$ cat src/rtl/rns_fwd_conv_9_8_7.sv
// rns_fwd_conv_9_8_7: two-stage binary-to-RNS {9,8,7} converter with valid/ready flow control.
// Optional range flagging and saturating error counter enabled by defining RNS_RANGE_CHECK_EN.
module rns_fwd_conv_9_8_7 #(
    parameter int TAG_W     = 4,
    parameter int ERR_CNT_W = 8
) (
    input  logic                 clk_in,
    input  logic                 rst_n_in,
    input  logic [8:0]           x_in,
    input  logic [8:0]           y_in,
    input  logic [TAG_W-1:0]     tag_in,
    input  logic                 in_valid_in,
    output logic                 in_ready_out,
    output logic [3:0]           a1_out,
    output logic [2:0]           a2_out,
    output logic [2:0]           a3_out,
    output logic [3:0]           b1_out,
    output logic [2:0]           b2_out,
    output logic [2:0]           b3_out,
    output logic [TAG_W-1:0]     tag_out,
    output logic                 out_valid_out,
    input  logic                 out_ready_in,
    output logic                 err_out,
    output logic [ERR_CNT_W-1:0] err_cnt_out
);
    // 64 = 1 (mod 7) and 8 = 1 (mod 7): octal digits simply add
    function automatic logic [4:0] fold7(input logic [8:0] v);
        return {2'b0, v[8:6]} + {2'b0, v[5:3]} + {2'b0, v[2:0]};
    endfunction
    // 64 = 1 (mod 9) and 8 = -1 (mod 9): octal digits alternate in sign
    function automatic logic signed [4:0] fold9(input logic [8:0] v);
        return $signed({2'b0, v[8:6]}) - $signed({2'b0, v[5:3]}) + $signed({2'b0, v[2:0]});
    endfunction
    // second fold leaves 0..8, so one conditional subtract of 7 finishes the job
    function automatic logic [2:0] red7(input logic [4:0] p);
        logic [3:0] q;
        q = {2'b0, p[4:3]} + {1'b0, p[2:0]};
        return (q >= 4'd7) ? 3'(q - 4'd7) : q[2:0];
    endfunction
    function automatic logic [3:0] red9(input logic signed [4:0] p);
        return (p < 0) ? 4'(p + 5'sd9) : (p >= 5'sd9) ? 4'(p - 5'sd9) : p[3:0];
    endfunction
    logic                    s1_valid_q, out_valid_q, s1_adv, s2_adv;
    logic [2:0]              x8_q, y8_q;
    logic [4:0]              x7_q, y7_q;
    logic signed [4:0]       x9_q, y9_q;
    logic [TAG_W-1:0]        tag1_q, tag2_q;
    logic [3:0]              a1_d, b1_d, a1_q, b1_q;
    logic [2:0]              a3_d, b3_d, a2_q, a3_q, b2_q, b3_q;
    assign s2_adv       = !out_valid_q || out_ready_in;
    assign s1_adv       = !s1_valid_q || s2_adv;
    assign in_ready_out = s1_adv;
    always_ff @(posedge clk_in or negedge rst_n_in) begin
        if (!rst_n_in) begin
            s1_valid_q <= 1'b0;
            x8_q <= '0; y8_q <= '0; x7_q <= '0; y7_q <= '0;
            x9_q <= '0; y9_q <= '0; tag1_q <= '0;
        end else begin
            if (s1_adv) s1_valid_q <= in_valid_in;
            if (s1_adv && in_valid_in) begin
                x8_q   <= x_in[2:0];
                y8_q   <= y_in[2:0];
                x7_q   <= fold7(x_in);
                y7_q   <= fold7(y_in);
                x9_q   <= fold9(x_in);
                y9_q   <= fold9(y_in);
                tag1_q <= tag_in;
            end
        end
    end
    always_comb begin
        a1_d = red9(x9_q);
        b1_d = red9(y9_q);
        a3_d = red7(x7_q);
        b3_d = red7(y7_q);
    end
    always_ff @(posedge clk_in or negedge rst_n_in) begin
        if (!rst_n_in) begin
            out_valid_q <= 1'b0;
            a1_q <= '0; a2_q <= '0; a3_q <= '0;
            b1_q <= '0; b2_q <= '0; b3_q <= '0; tag2_q <= '0;
        end else begin
            if (s2_adv) out_valid_q <= s1_valid_q;
            if (s2_adv && s1_valid_q) begin
                a1_q   <= a1_d;
                a2_q   <= x8_q;
                a3_q   <= a3_d;
                b1_q   <= b1_d;
                b2_q   <= y8_q;
                b3_q   <= b3_d;
                tag2_q <= tag1_q;
            end
        end
    end
    assign out_valid_out = out_valid_q;
    assign a1_out  = a1_q;
    assign a2_out  = a2_q;
    assign a3_out  = a3_q;
    assign b1_out  = b1_q;
    assign b2_out  = b2_q;
    assign b3_out  = b3_q;
    assign tag_out = tag2_q;
`ifdef RNS_RANGE_CHECK_EN
    logic                 err1_q, err2_q;
    logic [ERR_CNT_W-1:0] cnt_q;
    always_ff @(posedge clk_in or negedge rst_n_in) begin
        if (!rst_n_in) begin
            err1_q <= 1'b0;
            err2_q <= 1'b0;
            cnt_q  <= '0;
        end else begin
            if (s1_adv && in_valid_in) err1_q <= (x_in >= 9'd504) || (y_in >= 9'd504);
            if (s2_adv && s1_valid_q) err2_q <= err1_q;
            if (out_valid_q && out_ready_in && err2_q && !(&cnt_q)) cnt_q <= cnt_q + 1'b1;
        end
    end
    assign err_out     = err2_q;
    assign err_cnt_out = cnt_q;
`else
    assign err_out     = 1'b0;
    assign err_cnt_out = '0;
`endif
endmodule

$ cat config.mk
export PLATFORM = sky130hd
export DESIGN_NAME = rns_fwd_conv_9_8_7
export DESIGN_NICKNAME = d
export VERILOG_FILES = /design/src/rtl/rns_fwd_conv_9_8_7.sv
export SDC_FILE = /design/constraint.sdc
export NUM_CORES = 1
export LEC_CHECK = 0
export ABC_CLOCK_PERIOD_IN_PS = 2700
export CORE_UTILIZATION = 45
export CTS_CLUSTER_DIAMETER = 80
export DETAILED_ROUTE_END_ITERATION = 8
export GPL_ROUTABILITY_DRIVEN = 0
export PLACE_DENSITY = 0.7
export SLEW_MARGIN = 0
export SYNTH_ARGS = -nofsm -noshare
export SYNTH_HDL_FRONTEND = slang
export SYNTH_SLANG_ARGS = --single-unit
$ cat constraint.sdc
create_clock -name clk_in -period 2.7 [get_ports clk_in]
set_clock_uncertainty 0.05 [all_clocks]
set_input_delay 0.405 -clock clk_in [delete_from_list [all_inputs] [get_ports clk_in]]
set_output_delay 0.405 -clock clk_in [all_outputs]
set_load 0.02 [all_outputs]
# Yosys cells after proc, flatten, opt, wreduce, memory -nomap -nowiden
# Cells that the tools add are included.
# word_totals
out_inout_bits	35
romBits	0
latchBits	0
ram_bits	0
elab_cells	50
mem_count	0
input_bits	26
reg_bits	56
# op_classes
order_cmp	6
mux	6
div	0
bitwise	0
n_addsub	16
reduce_logical	6
n_mul	0
shifts	0
eq_ne	0
# ops
operator	n
$mux 4	4
$add 4x3->5	2
$add 4x4->5	2
$ge 5x5->1 const B	2
$lt 5x1->1 const B	2
$add 2x3->4	2
$add 3x3->4	2
$add 4x4->4 const B	2
$ge 4x3->1 const B	2
$sub 3x3->4	2
$sub 4x4->4 const B	2
$mux 3	2
$sub 3x3->3 const B	2
$logic_and 1x1->1	2
$logic_not 1->1	2
$logic_or 1x1->1	2

# Logic depth before layout (Yosys ltp)
# Gate-level depths: netlist of run 1.
# logic_depth
ltp_word	4
mapped_depth	10
depth_no_buf	10

# Least setup slack after synthesis of run 1
# Ideal clock, no wire load.
# synth_path
path_kind	register to register
start	register y7_q[0]
end	register b3_q[1], in the netlist b3_out[1]
required_ns	2.517
synth_period_minus_slack_ns	2.266
path_slack_ns	0.434
arrival_ns	2.083
n_path_buf	0
setup_ns	0.133
path_stages_with_launch	10
path_cell_list	dfrtp_1 ha_1 inv_1 fa_1 inv_1 ha_1 a221oi_1 mux2i_1 mux2i_1 o21ai_0
# synth_between
elab_chain_len	3
elab_cells_between_ends	4
classes_between	2 x add/sub; 1 x order compare; 1 x mux
# synth_lines
element	line	rtl
start: declaration	45	logic [4:0] x7_q, y7_q;
start signal: assignment	64	y7_q <= fold7(y_in);
$add 2x3->4 (*)	37	q = {2'b0, p[4:3]} + {1'b0, p[2:0]};
$ge 4x3->1 or $sub 3x3->3 (tied branches)	38	return (q >= 4'd7) ? 3'(q - 4'd7) : q[2:0];
$mux 3 (*)	38	
end signal: assignment	81	b1_q <= '0; b2_q <= '0; b3_q <= '0; tag2_q <= '0;
end signal: assignment	90	b3_q <= b3_d;
end: declaration	49	logic [2:0] a3_d, b3_d, a2_q, a3_q, b2_q, b3_q;
# Mark *: on every way between the ends. The rest lies on a longest branch, timed or not.
# A chain may end at the register's enable or synchronous reset.

# Worst setup path in the final report of run 1
# layout_path
start	input x_in[3]
end	register x9_q[4]
# layout_between
elab_chain_len	2
# layout_lines
element	line	rtl
start: declaration	9	input logic [8:0] x_in,
$sub 3x3->4	32	return $signed({2'b0, v[8:6]}) - $signed({2'b0, v[5:3]}) + $signed({2'b0, v[2:0]});
$add 4x4->5	32	
end signal: assignment	65	x9_q <= fold9(x_in);
end: declaration	46	logic signed [4:0] x9_q, y9_q;
# Every way passes these cells.

==> key figures, run 1 <==
Pwr
  – Logic pwr share: 45.4%
  – Int Pwr: 1.96 mW
  – Switching part of the total: 36.2%
  – P_sw: 1.11 mW
  – PwrDens: 752 mW/mm^2
  – Max VDD drop: 0.298 mV
  – Clock power share: 15.1%
  – Reg power frac: 39.5%
  – Pleak: 1.90 nW

CTS
  – Hold-fix buffers, CTS: 0
  – Worst-path clk slew: 0.10 ns
  – Post-CTS sizing: 0
  – Root buffer cell: clkbuf_8
  – # Post-CTS Setup Buffers: 0
  – Num Clock Sinks: 54
  – CTS tree: done
  – Clock Latency Late Sink: 0.31 ns
  – Num CTS Buffers: 5
  – CTS max path bufs: 2
  – H-tree lvl count: 2

Floorplanning
  – Starting Density: 46.2%
  – Die X: 88.1 um
  – Core area: 0.00721 sq mm
  – IO Pins: 61
  – Row cnt: 31
  – Die height: 88.1 um
  – Total die area: 0.00776 sq mm

Route
  – Vias per inst: 4.90
  – Wirelength per Cell: 12.8 um
  – Drt drc: 0
  – Initial DRC count: 30
  – Pre-antenna DRT Iters: 4
  – Routed Antenna Nets: 0
  – Detailed Route WL: 6050 um
  – Routed via count: 2317

Run status
  – Status: complete, no violations

STA
  – Peak Freq: 0.411 GHz
  – Setup WS post-layout: 0.269 ns
  – Fin crit share: 90.0%
  – Slew @ Worst Pin: 0.650 ns
  – Finish-stage setup viols: 0
  – Final Max Tran Viols: 0
  – Rel. slew slack: 56.7%
  – Fin crit period: 2.43 ns
  – Worst hold slack: 0.0617 ns
  – Unrepaired setup endpoints after global routing: no
  – Setup TNS: 0 ns
  – Final Hold Vio Count: 0

Cells and area
  – Layout cells sized above 1: 13.4%
  – Area Growth Syn to Fin: 22.7%
  – Nets: 443
  – Final cell utilization of the core: 56.7%
  – Fillers: 668
  – Antenna diodes: 0
  – Finished Layout Cells: 473

Logic synthesis
  – Seq/Total Area, Yosys: 40.5%
  – Count leader, synth: dfrtp_1
  – Top cells by count, synth: dfrtp_1, inv_1, nand2_1
  – Syn. warnings: 0
  – Synth top area cells: dfrtp_1, ha_1, fa_1, mux2_2, o21ai_0
  – FF+latch count, synth: 54
  – Post-synth top flop: dfrtp_1
  – Cell taking the most area after synthesis: dfrtp_1
  – EDFF count, synth: 0
  – Syn Area/Cell: 10.7 sq um
  – Synth Cell Area: 0.00333 sq mm
  – Distinct cells, synth: 37
  – Async SR Flop Fraction: 100%
  – Mapped Cells: 312
  – Synth top area share: 40.5%

Worst setup path
  – Arrival @ worst endpoint: 2.64 ns
  – Setup CP Type: input port to flip-flop
  – Crit Path Max Fanout: 2
  – Worst setup EP type: flip-flop
  – Critical Path Start Type: input port
  – Worst reg-to-reg path cell count: 9
  – WP data required: 2.91 ns

Global routing
  – GRT overflow: 0
  – First-pass GRT wire length: 10700 um
  – Total track usage: 17.9%
  – Largest net degree at the start of global routing: 45
  – Initial antenna violation count: 0
  – Number of global-route vias before repair: 2378

Place
  – DP Cell Count: 465
  – Port-buffer cells: 51
  – Dpl ws: -0.0647 ns
  – Final HPWL DP: 4690 um

Worst hold path
  – Worst Hold Class: input port to asynchronous set/reset pin

Flow run
  – Maxcap violations: 0
-- final timing paths --
path	startpoint	to	slack, ns
min in group clk_in	s1_valid_q	out_valid_out	0.43
setup reg to reg	x7_q[3]	a3_out[0]	0.39
setup / recovery	x_in[3]	x9_q[4]	0.27
hold reg to reg	s1_valid_q	out_valid_out	0.43
max in group asynchronous	rst_n_in	y8_q[1]	1.86
hold / removal	rst_n_in	a1_out[1]	0.06
-- state kept, by name, summed over array words and instances (netlist names), 4 cells and up --
signal	cells
a1_out	4
b1_out	4
tag1_q	4
tag_out	4
x7_q	5
x9_q	4
y7_q	5
y9_q	4
-- area by class of cell --
cell class / instances / area, sq um / share of cell area (%)
sequential: 54 / 1350 / 33.0
clock buffer: 7 / 86.3 / 2.11
timing repair buffer: 64 / 616 / 15.1
inverter: 34 / 128 / 3.12
clock inverter: 1 / 5.00 / 0.122
multi-input combinational: 214 / 1780 / 43.5
tap: 99 / 124 / 3.03
-- power by group through the flow --
stage	Combinational [mW]	Clock [mW]	Sequential, mW
after global routing	1.57	0.502	1.26
after global placement	1.36	0	1.22
after floorplan	0.725	0	1.37
final	1.40	0.464	1.22
after detailed placement	1.41	0	1.24
after CTS	1.42	0.479	1.22
-- stage by stage --
| step | instance area, sq um | power (mW) |
|---|---|---|
| 3_3_place_gp | 4000 | 2.58 |
| 3_5_place_dp | 4000 | 2.65 |
| 2_1_floorplan | 3360 | 2.10 |
| 4_1_cts | 4090 | 3.11 |
| 5_1_grt | 4090 | 3.33 |
| 6_report | 4090 | 3.08 |
-- layout by cell type (no fill, tap or decap), drive strengths merged --
| cell type | count |
|---|---|
| nor2b | 4 |
| a221oi | 2 |
| a32oi | 2 |
| a21oi | 12 |
| a21o | 5 |
| and3 | 1 |
| clkdlybuf4s50 | 50 |
| o21ai | 32 |
| xnor2 | 4 |
| inv | 34 |
| fa | 14 |
| and4 | 2 |
| nor3 | 4 |
| mux2 | 25 |
| ha | 30 |
| xor2 | 8 |
| nand2 | 33 |
| buf | 14 |
| a2111oi | 2 |
| mux2i | 5 |
| o31ai | 2 |
| conb | 9 |
| nand3b | 2 |
| or4 | 2 |
| or3 | 1 |
| clkbuf | 7 |
| nand2b | 7 |
| nor4b | 1 |
| dfrtp | 54 |
| and2 | 2 |
| o41ai | 1 |
| nand3 | 2 |
| clkinv | 1 |
-- worst max-delay path, cell delays in order --
cell and delay (ns):
clkdlybuf4s50_1 0.50, ha_1 0.19, inv_1 0.06, fa_1 0.48, fa_1 0.43, a2111oi_0 0.45
a21o_1 0.13
-- cells by family (layout without fill, tap and decap cells) --
kind of cell | count (synthesis) | after routing | share of synthesized area (%)
xor+xnor | 12 | 12 | 3.15
mux | 30 | 30 | 10.1
fa+ha+maj | 44 | 44 | 19.7
other cells | 1 | 9 | 0.113
simple gates | 61 | 61 | 9.35
flops | 54 | 54 | 40.5
compound gates | 58 | 58 | 10.2
buf+inv | 52 | 106 | 6.94
-- layer usage --
metal	share of wire (%)	up-vias	global-route usage [%]
met2	48	56	30.7
met5	0	-	0
li1	-	1155	-
met4	1.2	0	5.28
met1	46	1100	22.8
met3	4.8	6	3.77
(Power assumes the default switching activity.)
==> run 2, diff against run 1 <==
SLEW_MARGIN = 20   (was 0)
==> results of run 2 <==
Same layout as run 1: the final DEF is identical, and so are final timing and power.
==> run 3, diff against run 2 <==
CTS_CLUSTER_DIAMETER = 120   (was 80)
==> results of run 3 <==
Same layout as run 1: the final DEF is identical, and so are final timing and power.
